[src/rtl/vcu_timer_pkg.sv]
`default_nettype none
// ============================================================================
//  Module      : vcu_timer_pkg
//  Description : Shared types and control-word field positions for the
//                vcu_timer_bank multi-channel countdown timer.
//  Revision    : 1.0 - initial release
// ============================================================================
package vcu_timer_pkg;

  // Command field of the control word
  typedef enum logic [1:0] {
    CMD_SEL   = 2'b00,
    CMD_START = 2'b01,
    CMD_STOP  = 2'b10,
    CMD_CLR   = 2'b11
  } cmd_e;

  // Per-channel countdown state
  typedef enum logic [1:0] {
    IDLE = 2'b00,
    RUN  = 2'b01,
    DONE = 2'b10
  } ch_state_e;

  // Control word field positions
  localparam int SEL_LSB   = 0;
  localparam int SEL_W     = 3;
  localparam int CMD_LSB   = 8;
  localparam int MODE_BIT  = 10;
  localparam int RDSEL_BIT = 11;

endpackage
`default_nettype wire

[src/rtl/vcu_timer_ch.sv]
`default_nettype none
// ============================================================================
//  Module      : vcu_timer_ch
//  Description : One countdown channel: reload register, counter, IDLE/RUN/
//                DONE state machine, sticky expiry flag and registered tick.
//  Revision    : 1.0 - initial release
// ============================================================================
module vcu_timer_ch #(
  parameter int              CNT_W      = 28,
  parameter logic [CNT_W-1:0] RESET_LOAD = '0,
  parameter bit              BOOT       = 1'b0
) (
  input  logic             clk,
  input  logic             rst_n,
  input  logic             start,
  input  logic             stop,
  input  logic             clr,
  input  logic             mode_in,
  input  logic             load_we,
  input  logic [CNT_W-1:0] load_val,
  output logic [CNT_W-1:0] count,
  output logic             expired,
  output logic             running,
  output logic             tick
);
  import vcu_timer_pkg::*;

  ch_state_e        state;
  logic [CNT_W-1:0] reload;
  logic             mode;       // 1 = periodic, 0 = one-shot
  logic             boot_pend;  // self-start on the first edge after reset
  logic             expire;

  assign expire  = (state == RUN) && (count == '0);
  assign running = (state == RUN);

  // Channel state machine: a restart (load or start) always owns the counter,
  // while the expiry of the current cycle still raises its tick and flag.
  always_ff @(posedge clk or negedge rst_n) begin
    if (!rst_n) begin
      state     <= IDLE;
      count     <= '0;
      reload    <= RESET_LOAD;
      mode      <= 1'b0;
      expired   <= 1'b0;
      tick      <= 1'b0;
      boot_pend <= BOOT;
    end else begin
      tick      <= 1'b0;
      boot_pend <= 1'b0;

      if (load_we) begin
        reload <= load_val;
      end

      // Expiry beats a clear arriving in the same cycle
      if (expire) begin
        tick    <= 1'b1;
        expired <= 1'b1;
      end else if (clr) begin
        expired <= 1'b0;
      end

      if (start) begin
        mode <= mode_in;
      end

      if (load_we) begin
        count <= load_val;
        state <= RUN;
      end else if (start || boot_pend) begin
        count <= reload;
        state <= RUN;
      end else if (stop) begin
        state <= IDLE;
      end else begin
        case (state)
          RUN: begin
            if (count == '0) begin
              if (mode) begin
                count <= reload;
              end else begin
                state <= DONE;
              end
            end else begin
              count <= count - 1'b1;
            end
          end
          default: ;  // IDLE and DONE hold
        endcase
      end
    end
  end

endmodule
`default_nettype wire

[src/rtl/vcu_timer_bank.sv]
`default_nettype none
// ============================================================================
//  Module      : vcu_timer_bank
//  Description : NUM_CH countdown timers on the VCU register port. Decodes
//                the command word, keeps the channel/readback selection and
//                drives the zero-latency readback mux.
//  Revision    : 1.0 - initial release
// ============================================================================
module vcu_timer_bank #(
  parameter int          NUM_CH        = 4,
  parameter int          CNT_W         = 28,
  parameter logic [31:0] DEFAULT_LOAD  = 32'h2FAF080,
  parameter bit          IS_SIMULATION = 1'b0,
  parameter int          SIM_LOAD      = 16
) (
  input  logic              clk,
  input  logic              rst_n,
  input  logic [31:0]       vcu_reg_control,
  input  logic              vcu_reg_control_we,
  input  logic [31:0]       vcu_reg_wdata,
  input  logic              vcu_reg_wdata_we,
  output logic [31:0]       vcu_reg_rdata,
  output logic [NUM_CH-1:0] expired_p,
  output logic [NUM_CH-1:0] tick_p
);
  import vcu_timer_pkg::*;

  localparam logic [CNT_W-1:0] RESET_LOAD =
      IS_SIMULATION ? CNT_W'(SIM_LOAD) : CNT_W'(DEFAULT_LOAD);
  // Masking to clog2(NUM_CH) bits; a single channel yields a zero mask
  localparam int         SEL_BITS = $clog2(NUM_CH);
  localparam logic [2:0] SEL_MASK = 3'((1 << SEL_BITS) - 1);

  logic [2:0]  sel;
  logic        rd_sel;
  logic [2:0]  ctrl_sel;
  logic [2:0]  cur_sel;
  cmd_e        cmd;
  logic        cmd_mode;

  logic [NUM_CH-1:0] running;
  logic [CNT_W-1:0]  ch_count [NUM_CH];
  logic [31:0]       cnt_rd;
  logic [7:0]        exp_flags;
  logic [7:0]        run_flags;

  assign ctrl_sel = vcu_reg_control[SEL_LSB +: SEL_W] & SEL_MASK;
  assign cmd      = cmd_e'(vcu_reg_control[CMD_LSB +: 2]);
  assign cmd_mode = vcu_reg_control[MODE_BIT];
  // A wdata strobe in the same cycle as a control write uses the new sel
  assign cur_sel  = vcu_reg_control_we ? ctrl_sel : sel;

  // Channel and readback selection, updated on every control write
  always_ff @(posedge clk or negedge rst_n) begin
    if (!rst_n) begin
      sel    <= '0;
      rd_sel <= 1'b0;
    end else if (vcu_reg_control_we) begin
      sel    <= ctrl_sel;
      rd_sel <= vcu_reg_control[RDSEL_BIT];
    end
  end

  for (genvar i = 0; i < NUM_CH; i++) begin : g_ch
    logic hit;
    assign hit = (cur_sel == 3'(i));

    vcu_timer_ch #(
      .CNT_W      (CNT_W),
      .RESET_LOAD (RESET_LOAD),
      .BOOT       (i == 0)
    ) u_ch (
      .clk      (clk),
      .rst_n    (rst_n),
      .start    (vcu_reg_control_we && hit && (cmd == CMD_START)),
      .stop     (vcu_reg_control_we && hit && (cmd == CMD_STOP)),
      .clr      (vcu_reg_control_we && hit && (cmd == CMD_CLR)),
      .mode_in  (cmd_mode),
      .load_we  (vcu_reg_wdata_we && hit),
      .load_val (vcu_reg_wdata[CNT_W-1:0]),
      .count    (ch_count[i]),
      .expired  (expired_p[i]),
      .running  (running[i]),
      .tick     (tick_p[i])
    );
  end

  // Count of the selected channel; unpopulated selections read zero
  always_comb begin
    cnt_rd = '0;
    for (int i = 0; i < NUM_CH; i++) begin
      if (sel == 3'(i)) begin
        cnt_rd = 32'(ch_count[i]);
      end
    end
  end

  assign exp_flags     = 8'(expired_p);
  assign run_flags     = 8'(running);
  assign vcu_reg_rdata = rd_sel ? cnt_rd : {16'h0000, run_flags, exp_flags};

  logic unused_ctrl;
  assign unused_ctrl = ^{vcu_reg_control[31:12], vcu_reg_control[7:3]};

  if (CNT_W < 32) begin : g_wdata_trunc
    logic unused_wdata;
    assign unused_wdata = ^vcu_reg_wdata[31:CNT_W];
  end

endmodule
`default_nettype wire

[config.mk]
export PLATFORM = sky130hd
export DESIGN_NAME = vcu_timer_bank
export DESIGN_NICKNAME = d
export VERILOG_FILES = /design/src/rtl/vcu_timer_pkg.sv /design/src/rtl/vcu_timer_ch.sv /design/src/rtl/vcu_timer_bank.sv
export SDC_FILE = /design/constraint.sdc
export NUM_CORES = 1
export LEC_CHECK = 0
export ABC_AREA = 1
export CORE_ASPECT_RATIO = 2
export CORE_MARGIN = 2
export CORE_UTILIZATION = 60
export DETAILED_ROUTE_END_ITERATION = 10
export PLACE_DENSITY = 0.81
export SKIP_CTS_REPAIR_TIMING = 1
export SYNTH_ARGS = -nofsm -noshare
export SYNTH_HDL_FRONTEND = slang
export SYNTH_HIERARCHICAL = 1
export SYNTH_SLANG_ARGS = --single-unit
[constraint.sdc]
create_clock -name clk -period 3.5 [get_ports clk]
set_clock_uncertainty 0.2 [all_clocks]
set_input_delay 1.05 -clock clk [delete_from_list [all_inputs] [get_ports clk]]
set_output_delay 1.05 -clock clk [all_outputs]
set_load 0.005 [all_outputs]
### Word level (Yosys, flattened, before mapping)

Cells that the tools add are included.

| storage, ports and cells | value |
|---|---|
| bits of input ports | 68 |
| flip-flop bits (word level) | 249 |
| output and inout bits | 40 |

| operators by class | value |
|---|---|
| add/sub/neg operators | 4 |
| reduce and logical (&&, ||, !) cells | 55 |
| equality and inequality tests | 25 |
| mux-type cells | 66 |

Operators with widths:

| cell | count |
|---|---|
| 2-to-1 mux 28 bit | 25 |
| 2-to-1 mux 32 bit | 4 |
| zero test 28 bit | 4 |
| subtractor 28 x 1 -> 28 bit (second input constant) | 4 |
| 2-to-1 mux 2 bit | 24 |
| nonzero test 4 bit | 8 |
| inequality test 4 x 1 -> 1 bit (second input constant) | 7 |
| logical AND 1 bit | 24 |
| AND reduction 3 bit | 8 |
| == test 3 x 2 -> 1 bit (second input constant) | 4 |
| 2-to-1 mux 1 bit | 12 |
| nonzero test 3 bit | 4 |
| == test 2 x 1 -> 1 bit (second input constant) | 5 |
| inequality test 3 x 2 -> 1 bit (second input constant) | 3 |
| nonzero test 2 bit | 4 |
| == test 3 x 1 -> 1 bit (second input constant) | 2 |
| zero test 3 bit | 2 |
| == test 2 bit (second input constant) | 2 |
| inequality test 4 x 2 -> 1 bit (second input constant) | 1 |
| 2-to-1 mux 3 bit | 1 |
| inequality test 3 bit (second input constant) | 1 |
| logical OR 1 bit | 1 |

### Longest topological paths before layout

Gate-level depths: netlist of the first run.

| logic depth | value |
|---|---|
| depth after elaboration | 7 |
| gate-level depth with buffers | 15 |

### By module

Netlist of the first run, hierarchy kept.

By module, submodules not included:

| module | cells each | area each (um^2) | instances |
|---|---|---|---|
| vcu_timer_ch at g_ch[1].u_ch ... | 564 | 3,758.6 | 2 |
| vcu_timer_ch at g_ch[3].u_ch | 560 | 3,787.4 | 1 |
| vcu_timer_ch at g_ch[0].u_ch | 547 | 3,784.9 | 1 |
| vcu_timer_bank | 321 | 1,463.9 | 1 |

### Worst setup path before layout of the first run

OpenSTA, ideal clock, no wires.

| path | value |
|---|---|
| path type | input-to-reg |
| start | in vcu_reg_control_we |
| end | reg g_ch[3].u_ch.count[7] |
| setup time | 0.117 ns |
| data required time | 3.183 ns |
| stages on the path | 12 |
| arrival | 2.717 ns |
| slack | 0.467 ns |
| path through | buf_2 -> nand2_1 -> o21ai_1 -> nand2_1 -> nor3_1 -> clkbuf_1 -> inv_1 -> clkbuf_1 -> nand2_1 -> nand3_1 -> nand3_2 -> nand2_1 |

| between the ends | value |
|---|---|
| cells in the longest elaborated chain, start to end | 6 |
| elaborated cells on any way between the ends | 12 |
| classes of those cells | eq/ne: 3; mux: 3; reduce/logical: 6 |

RTL lines:

| item | line | source |
|---|---|---|
| start, declared | vcu_timer_bank.sv:19 | `input logic vcu_reg_control_we,` |
| 2-to-1 mux 3 bit * | vcu_timer_bank.sv:51 | `assign cur_sel = vcu_reg_control_we ? ctrl_sel : sel;` |
| via cur_sel[1] | vcu_timer_bank.sv:37 | `logic [2:0] cur_sel;` |
| == test 3 x 2 -> 1 bit * | vcu_timer_bank.sv:66 | `assign hit = (cur_sel == 3'(i));` |
| logical AND 1 bit | vcu_timer_bank.sv:75, vcu_timer_bank.sv:76 |  |
| logical AND 1 bit (on tied branches) | vcu_timer_bank.sv:75, vcu_timer_bank.sv:76 |  |
| inequality test 4 x 1 -> 1 bit (no line), or another cell as far along | - |  |
| AND reduction 3 bit (no line) or 2-to-1 mux 28 bit (tied branches) | - |  |
| end signal, assigned | vcu_timer_ch.sv:72 | `count <= reload;` |
| end signal, assigned | vcu_timer_ch.sv:81 | `count <= reload;` |
| end signal, assigned | vcu_timer_ch.sv:86 | `count <= count - 1'b1;` |
| end, declared | vcu_timer_ch.sv:21 | `output logic [CNT_W-1:0] count,` |

Mark *: on every way through the listed nets, which the timed path passes. The rest lies on a longest branch.
A chain may end at the register's enable or synchronous reset.

==> results.py, run 1 <==
metrics = {
    "worst_setup_path": {
        "path_cells": "inv_4, nand3_2, buf_12, nor2_1, nor2_1, o21ai_1, nand2_1, clkdlybuf4s50_1",
        "crit_path_end_kind": "primary output",
        "cp.required_ns": 2.25,
        "path_class": "flip-flop to primary output",
        "cp_max_fo": 56,
        "crit_path_top_delay_cell": "dfrtp_2",
        "startpoint_type": "flip-flop",
        "critical_path.most_common_cell": "nor2_1",
        "rrSetupSlack_ns": 0.96,
        "cp.arrival_ns": 2.32,
        "path_buf_inv": 3,
        "cpLargestDelayFamily": "buffers and inverters",
        "slowest_delay_ns": 0.49,
    },
    "clock_network": {
        "htree_num_levels": 1,
        "cts_tree": "yes",
        "root_buffer": "clkbuf_16",
        "insertion_delay_ns": 0.55,
        "clock_sinks": 249,
        "cts_buffers": 24,
        "clk_pin_slew_ns": 0.07,
        "cts.path.max_buffers": 3,
    },
    "sta": {
        "hold_viol": 0,
        "setup_viol": 6,
        "finalWorstSetupSlack_ns": -0.0695,
        "slew-limit-headroom": 0.560,
        "max_freq_mhz": 280,
        "worst_pin_slew_ns": 0.658,
        "period_share": 1.02,
        "final_max_slew_viol_count": 0,
        "period_needed_ns": 3.57,
        "tns_ns": -0.292,
        "rsz0062_at_grt": "true",
    },
    "detailed_routing": {
        "routed_wirelength_um": 61100,
        "drtIter0Drc": 1926,
        "num_vias": 17600,
        "routedLengthMet1_um": 22000,
        "wl_met2_um": 28600,
        "drcViolationCount": 0,
        "routed.top_layer": "met5",
        "dr.pass1.iters": 7,
        "via_per_inst": 5.79,
        "final_antenna_net_count": 0,
        "routedWlPerCell_um": 20.1,
        "dr_wl_met3_um": 5110,
    },
    "layout": {
        "drive_gt1_frac": 0.123,
        "nNetsFinal": 2751,
        "areaGrowthSynthToFinish_pct": 16.8,
        "final_cell_mix": "nand2_1 (903), nor2_1 (384), nand3_1 (266), inv_1 (242), dfrtp_1 (197)",
        "final_util": 0.707,
        "fin_cells": 3046,
        "fill_cells": 2397,
        "final_common_cell": "nand2_1",
    },
    "power_and_ir_drop": {
        "p_leak_nw": 10.4,
        "powerDensity_nw_per_um2": 686,
        "irDropWorstVdd_uv": 562,
        "total_power_mw": 13.3,
    },
    "global_route": {
        "grt_pass1_wl_um": 91400,
        "grt_max_degree": 73,
        "grt-ovfl-total": 0,
        "grt_usage": 0.420,
        "grt_pass1_vias": 16500,
        "antenna_found_initial": 1,
    },
    "synthesis": {
        "synth_edf_count": 0,
        "synthSimpleGateAreaFrac": 0.445,
        "synth_top_family_by_area": "simple AND/OR/NAND/NOR gates",
        "synth_area_per_cell_sq_um": 6.48,
        "synth_cells": 2556,
        "synth_compound_area_frac": 0.0680,
        "async_flop_share": 1.00,
        "yosys_register_bits": 249,
        "synth_warnings": 6,
        "muxShareOfSynthArea": 0,
        "synth-main-ff-cell": "dfrtp_1",
        "synth_adder_area_share": 0.00605,
        "synth-seq-area-share": 0.380,
        "syn_area_sq_um": 16600,
        "synth-xor-area-share": 0.00794,
        "synth_cell_types": 41,
    },
    "floorplan": {
        "row_count": 86,
        "die_x_um": 121,
        "die_area_sq_um": 29000,
        "core_sq_um": 27300,
        "pin_count": 108,
        "die_h_um": 239,
        "start_util": 0.606,
    },
    "placed_design": {
        "place_inst": 2998,
        "dpl.hpwl_um": 45600,
        "place.gp.congestion": 1.03,
        "port_buffers": 73,
    },
    "hold_path": {
        "hp-class": "input port to asynchronous set/reset pin",
    },
    "run_status": {
        "violations": "negative setup slack",
        "status": "complete, but fails checks",
    },
    "flow_run": {
        "cap_violations": 0,
    },
}
-- final timing paths --
check,startpoint,endpoint,depth (start not counted)
max,sel[2],vcu_reg_rdata[2],8
min,rst_n,g_ch[2].u_ch/count[19],1
max reg2reg,sel[1],g_ch[3].u_ch/count[17],12
min reg2reg,g_ch[2].u_ch/reload[15],g_ch[2].u_ch/reload[15],2
max in group asynchronous,rst_n,g_ch[1].u_ch/reload[7],2
min in group clk,g_ch[2].u_ch/reload[15],g_ch[2].u_ch/reload[15],2
-- final cells by class --
cell class,instances,area (sq um),share of cell area
sequential,249,6300,0.326
clock inverter,15,140,0.00725
tap,352,440,0.0228
multi-input combinational,1961,8840,0.457
timing repair buffer,185,1980,0.103
inverter,254,958,0.0496
antenna,1,2.50,0.000129
clock buffer,29,671,0.0347
-- synthesized netlist by cell type (8+ instances only) --
master | number | area (sq um)
a21oi_1 | 37 | 185
clkbuf_1 | 27 | 101
buf_6 | 16 | 180
nor2_4 | 8 | 90.1
dfrtp_1 | 200 | 5000
nor2_2 | 29 | 181
buf_2 | 28 | 140
buf_4 | 16 | 120
nand3_2 | 13 | 130
xnor2_1 | 10 | 87.6
o21ai_1 | 41 | 205
dfstp_2 | 49 | 1290
nand2_2 | 8 | 50.1
nand2_4 | 8 | 90.1
o21ai_0 | 99 | 495
inv_1 | 242 | 908
o21ai_2 | 8 | 70.1
nand2_1 | 919 | 3450
nand4_1 | 59 | 369
nand3_1 | 267 | 1340
ha_1 | 8 | 100
buf_1 | 8 | 30.0
nor2_1 | 386 | 1450
nor3_1 | 10 | 50.1
-- per-stage QoR --
step                      hold slack (ns)  cell area [sq um]  setup WS (ns)
final                               0.256              19300        -0.0695
after global routing                0.284              19300         -0.173
after CTS                           0.265              19200         -0.192
after detailed placement            0.254              18400         -0.100
after global placement              0.249              18400        -0.0751
after floorplan                     0.236              16600          0.467
-- flip-flops by register name, indices dropped and copies added (netlist names) --
name / cells
g_ch.u_ch/expired: 4
g_ch.u_ch/count: 112
g_ch.u_ch/state: 8
rd_sel: 1
g_ch.u_ch/tick: 4
g_ch.u_ch/boot_pend: 1
g_ch.u_ch/mode: 4
sel: 3
g_ch.u_ch/reload: 112
-- metal layers --
metal,global-route usage,vias up
li1,-,8299
met4,0.322,2
met5,0,-
met2,0.670,910
met1,0.512,8184
met3,0.0494,233
-- logic make-up after synthesis --
group,Yosys count
compound gates,207
xor+xnor,15
fa+ha+maj,8
buf+inv,349
flops,249
other cells,2
simple gates,1726
-- power by group --
part / internal [mW] / total, mW / leakage, nW / switching [mW]
sequential: 3.82 / 5.16 / 2.98 / 1.34
combinational: 1.91 / 5.39 / 7.00 / 3.49
clock: 1.52 / 2.71 / 0.389 / 1.20
total: 7.24 / 13.3 / 10.4 / 6.03
-- worst reg2reg max path, delay by kind of cell (launching register included) --
family	cells	cell delay, ns
flops	1	0.48
compound gates	1	0.28
buf+inv	3	0.44
simple gates	8	1.01
(Power assumes the default switching activity.)
==> run 2: changes to the inputs <==
--- a/config.mk
+++ b/config.mk
@@ -10,7 +10,8 @@
 export CORE_MARGIN = 2
 export CORE_UTILIZATION = 60
 export DETAILED_ROUTE_END_ITERATION = 10
-export PLACE_DENSITY = 0.81
+export DONT_BUFFER_PORTS = 1
+export PLACE_DENSITY = 0.76
 export SKIP_CTS_REPAIR_TIMING = 1
 export SYNTH_ARGS = -nofsm -noshare
 export SYNTH_HDL_FRONTEND = slang
==> results.py, run 2 (synthesis results as in run 1) <==
metrics = {
    "placed_design": {
        "dpl.hpwl_um": 43000,
        "port_buffers": 0,
        "place.gp.congestion": 1.06,
        "place_inst": 2858,
    },
    "layout": {
        "final_cell_mix": "nand2_1 (919), nor2_1 (384), nand3_1 (266), inv_1 (242), dfrtp_1 (199)",
        "n_antenna_cell": 0,
        "nNetsFinal": 2610,
        "drive_gt1_frac": 0.0948,
        "final_common_cell": "nand2_1",
        "final_util": 0.651,
        "areaGrowthSynthToFinish_pct": 7.41,
        "largest_registers": "g_ch.u_ch/count: 112 flops, g_ch.u_ch/reload: 112 flops, g_ch.u_ch/state: 8 flops",
        "fin_cells": 2904,
    },
    "flow_run": {
        "cap_violations": 0,
    },
    "detailed_routing": {
        "final_antenna_net_count": 0,
        "drtIter0Drc": 1484,
        "dr.pass1.iters": 6,
        "routed_wirelength_um": 58700,
        "drcViolationCount": 0,
        "num_vias": 16600,
        "via_per_inst": 5.72,
        "routedWlPerCell_um": 20.2,
    },
    "run_status": {
        "status": "finished clean",
    },
    "floorplan": {
        "die_area_sq_um": 29000,
        "die_x_um": 121,
        "start_util": 0.606,
        "core_sq_um": 27300,
        "row_count": 86,
        "die_h_um": 239,
        "pin_count": 108,
    },
    "hold_path": {
        "hp-class": "input port to asynchronous set/reset pin",
    },
    "worst_setup_path": {
        "cp_max_fo": 39,
        "path_class": "flip-flop to primary output",
        "startpoint_type": "flip-flop",
        "crit_path_top_delay_cell": "dfrtp_1",
        "critical_path.most_common_cell": "nand2_1",
        "cp.required_ns": 2.25,
        "crit_path_end_kind": "primary output",
        "path_cells": "inv_2, nand3_2, buf_4, nand2_1, o21ai_1, nand2_1",
        "slowest_delay_ns": 0.52,
        "cp.arrival_ns": 2.16,
    },
    "sta": {
        "worst_pin_slew_ns": 0.611,
        "hold_viol": 0,
        "period_needed_ns": 3.41,
        "slew-limit-headroom": 0.592,
        "setup_viol": 0,
        "rsz0062_at_grt": "false",
        "period_share": 0.975,
        "final_max_slew_viol_count": 0,
        "tns_ns": 0,
        "max_freq_mhz": 293,
    },
    "global_route": {
        "grt_usage": 0.408,
        "grt-ovfl-total": 0,
        "grt_pass1_wl_um": 89000,
        "antenna_found_initial": 0,
        "grt_pass1_vias": 16000,
        "grt_max_degree": 250,
    },
    "power_and_ir_drop": {
        "p_leak_nw": 9.37,
        "powerDensity_nw_per_um2": 726,
        "total_power_mw": 12.9,
        "irDropWorstVdd_uv": 708,
    },
    "clock_network": {
        "insertion_delay_ns": 0.55,
        "htree_num_levels": 1,
        "cts.path.max_buffers": 3,
        "clock_sinks": 249,
        "cts_tree": "yes",
        "clk_pin_slew_ns": 0.07,
        "cts_buffers": 24,
        "root_buffer": "clkbuf_16",
    },
}
[run 2: cell types whose count changed in the layout (fill, tap and decap cells not counted), moves of 3 or more]
cell             change
nand2_2             -16
buf_4               -44
clkdlybuf4s50_1     -50
buf_6                -4
nand2_1             +16
dlymetal6s2s_1      -22
bufinv_16            +3
buf_12              -22
[run 2: worst paths after layout]
check	start	endpoint	slack [ns]	depth (start not counted)
worst max-delay path	sel[2]	vcu_reg_rdata[0]	0.09	6
worst min register to register	g_ch[3].u_ch/reload[6]	g_ch[3].u_ch/reload[6]	0.26	2
max in group asynchronous	rst_n	g_ch[2].u_ch/count[13]	2.19	1
worst max register to register	sel[1]	g_ch[3].u_ch/count[8]	0.53	10
worst min-delay path	rst_n	g_ch[0].u_ch/count[7]	0.04	0
min in group clk	g_ch[3].u_ch/reload[6]	g_ch[3].u_ch/reload[6]	0.26	2
[run 2: where the power goes]
group          total (mW)  internal, mW  switching, mW
clock network        2.96          1.74           1.22
logic                4.82          1.59           3.23
registers            5.14          3.82           1.32
[run 2: area by class of cell]
cell class | instances | area, sq um
Clock inverter | 14 | 210
Timing Repair Buffer | 44 | 415
Multi-Input combinational cell | 1961 | 8790
Tap cell | 352 | 440
Clock buffer | 30 | 674
Sequential cell | 249 | 6290
Fill cell | 2598 | 9550
Inverter | 254 | 956
[run 2: critical path: cells and delay by family, from the launching register on]
family	cells	cell delay (ns)
flops	1	0.52
compound gates	1	0.26
simple gates	3	0.31
buf+inv	2	0.50
[run 2: routing by layer]
layer  global-route usage  share of wire
met1                0.484           0.37
met2                0.641           0.45
met3               0.0685          0.082
met4                0.335          0.097
met5                    0              0
[run 2: metrics by stage]
stage               area, sq um  hold WS [ns]  worst slack (ns)
floorplan                 16600         0.236             0.467
global placement          16900         0.248             0.224
detailed placement        16900         0.254             0.199
CTS                       17700       -0.0151            0.0390
global route              17800       0.00531            0.0172
finish                    17800        0.0384            0.0867
==> run 3: changes to the inputs <==
--- a/config.mk
+++ b/config.mk
@@ -6,12 +6,12 @@
 export NUM_CORES = 1
 export LEC_CHECK = 0
 export ABC_AREA = 1
-export CORE_ASPECT_RATIO = 2
 export CORE_MARGIN = 2
 export CORE_UTILIZATION = 60
 export DETAILED_ROUTE_END_ITERATION = 10
 export DONT_BUFFER_PORTS = 1
 export PLACE_DENSITY = 0.76
+export SETUP_SLACK_MARGIN = 0.2
 export SKIP_CTS_REPAIR_TIMING = 1
 export SYNTH_ARGS = -nofsm -noshare
 export SYNTH_HDL_FRONTEND = slang
==> results.py, run 3 (synthesis results as in run 1) <==
metrics = {
    "global_route": {
        "grt_max_degree": 250,
        "grt_usage": 0.406,
        "grt-ovfl-total": 0,
        "grt_pass1_vias": 16200,
        "antenna_found_initial": 2,
        "grt_pass1_wl_um": 89200,
    },
    "detailed_routing": {
        "routedWlPerCell_um": 20.2,
        "dr.pass1.iters": 6,
        "via_per_inst": 5.88,
        "drcViolationCount": 0,
        "num_vias": 17200,
        "routed_wirelength_um": 59100,
        "drtIter0Drc": 1928,
        "final_antenna_net_count": 0,
    },
    "layout": {
        "final_common_cell": "nand2_1",
        "fin_cells": 2921,
        "largest_registers": "g_ch.u_ch/count: 112 flops, g_ch.u_ch/reload: 112 flops, g_ch.u_ch/state: 8 flops",
        "final_cell_mix": "nand2_1 (909), nor2_1 (375), nand3_1 (266), inv_1 (242), dfrtp_1 (197)",
        "areaGrowthSynthToFinish_pct": 8.75,
        "nNetsFinal": 2629,
        "final_util": 0.666,
        "drive_gt1_frac": 0.109,
    },
    "hold_path": {
        "hp-class": "input port to asynchronous set/reset pin",
    },
    "sta": {
        "setup_viol": 0,
        "max_freq_mhz": 305,
        "rsz0062_at_grt": "false",
        "tns_ns": 0,
        "period_needed_ns": 3.28,
        "hold_viol": 0,
        "final_max_slew_viol_count": 0,
        "finalWorstSetupSlack_ns": 0.217,
        "slew-limit-headroom": 0.546,
        "worst_pin_slew_ns": 0.679,
        "period_share": 0.938,
    },
    "worst_setup_path": {
        "worst_r2r_path_depth": 10,
        "timing.rr.end": "g_ch[3].u_ch/count[1]",
        "path_class": "flip-flop to primary output",
        "rrSetupSlack_ns": 0.64,
        "cp.required_ns": 2.25,
        "reg2reg_from": "sel[1]",
        "cp-startpoint": "sel[0]",
        "cp.arrival_ns": 2.03,
        "crit_path_end_kind": "primary output",
        "cp_max_fo": 12,
        "startpoint_type": "flip-flop",
    },
    "placed_design": {
        "place.gp.congestion": 1.12,
        "place_inst": 2854,
        "dpl.hpwl_um": 41700,
        "dp_worst_setup_slack_ns": 0.311,
        "port_buffers": 0,
    },
    "power_and_ir_drop": {
        "irDropWorstVdd_uv": 506,
        "p_leak_nw": 9.46,
        "total_power_mw": 12.8,
        "powerDensity_nw_per_um2": 710,
    },
    "flow_run": {
        "cap_violations": 0,
    },
    "floorplan": {
        "die_x_um": 170,
        "start_util": 0.613,
        "die_area_sq_um": 28900,
        "row_count": 60,
        "core_sq_um": 27000,
        "die_h_um": 170,
        "pin_count": 108,
    },
    "clock_network": {
        "cts_buffers": 27,
        "insertion_delay_ns": 0.56,
        "htree_num_levels": 1,
        "clock_sinks": 249,
        "cts.path.max_buffers": 3,
        "clk_pin_slew_ns": 0.06,
        "cts_tree": "yes",
        "root_buffer": "clkbuf_16",
    },
    "run_status": {
        "status": "finished clean",
    },
}
-- run 3: per-stage QoR --
| stage | cell area (sq um) | hold WS (ns) |
|---|---|---|
| floorplan | 16600 | 0.236 |
| global placement | 16900 | 0.248 |
| detailed placement | 16900 | 0.253 |
| CTS | 17700 | -0.0166 |
| global route | 18000 | 0.00778 |
| finish | 18000 | 0.0203 |
-- run 3: cell type report --
| cell class | instances | area [sq um] |
|---|---|---|
| fill | 2466 | 9020 |
| sequential | 249 | 6300 |
| antenna | 7 | 17.5 |
| clock buffer | 39 | 781 |
| inverter | 254 | 962 |
| timing repair buffer | 59 | 574 |
| multi-input combinational | 1962 | 8870 |
| clock inverter | 10 | 77.6 |
| tap | 341 | 427 |
-- run 3: where the power goes --
group	switching [mW]	internal [mW]	leakage, nW
Clock	1.20	1.61	0.429
Combinational	3.33	1.63	6.05
Sequential	1.19	3.82	2.98
-- run 3: worst max-delay path: stages, from the launching register on --
cell and delay, ns:
dfrtp_2 0.37, buf_6 0.17, inv_1 0.09, nor3_4 0.16, buf_6 0.17, nand2_1 0.05
nand2_1 0.17, nor2_1 0.08, nor2_2 0.19
-- run 3: how the worst max path moves through the flow --
stage	to	slack (ns)	cells past startpoint
CTS	vcu_reg_rdata[10]	-0.01	7
floorplan	g_ch[3].u_ch/count[7]	0.47	12
detailed placement	g_ch[3].u_ch/count[1]	0.31	12
global placement	g_ch[1].u_ch/count[22]	0.34	13
global route	vcu_reg_rdata[6]	0.21	8
finish	vcu_reg_rdata[4]	0.22	8
-- run 3: metal layers --
metal  vias up  global-route usage  share of wire  routed length (um)
li1       8079                   -              -                   -
met3       177               0.132           0.11                6430
met2       836               0.610           0.43               25400
met1      8079               0.507           0.40               23500
met4         0               0.254          0.064                3790
met5         -                   0              0                   0
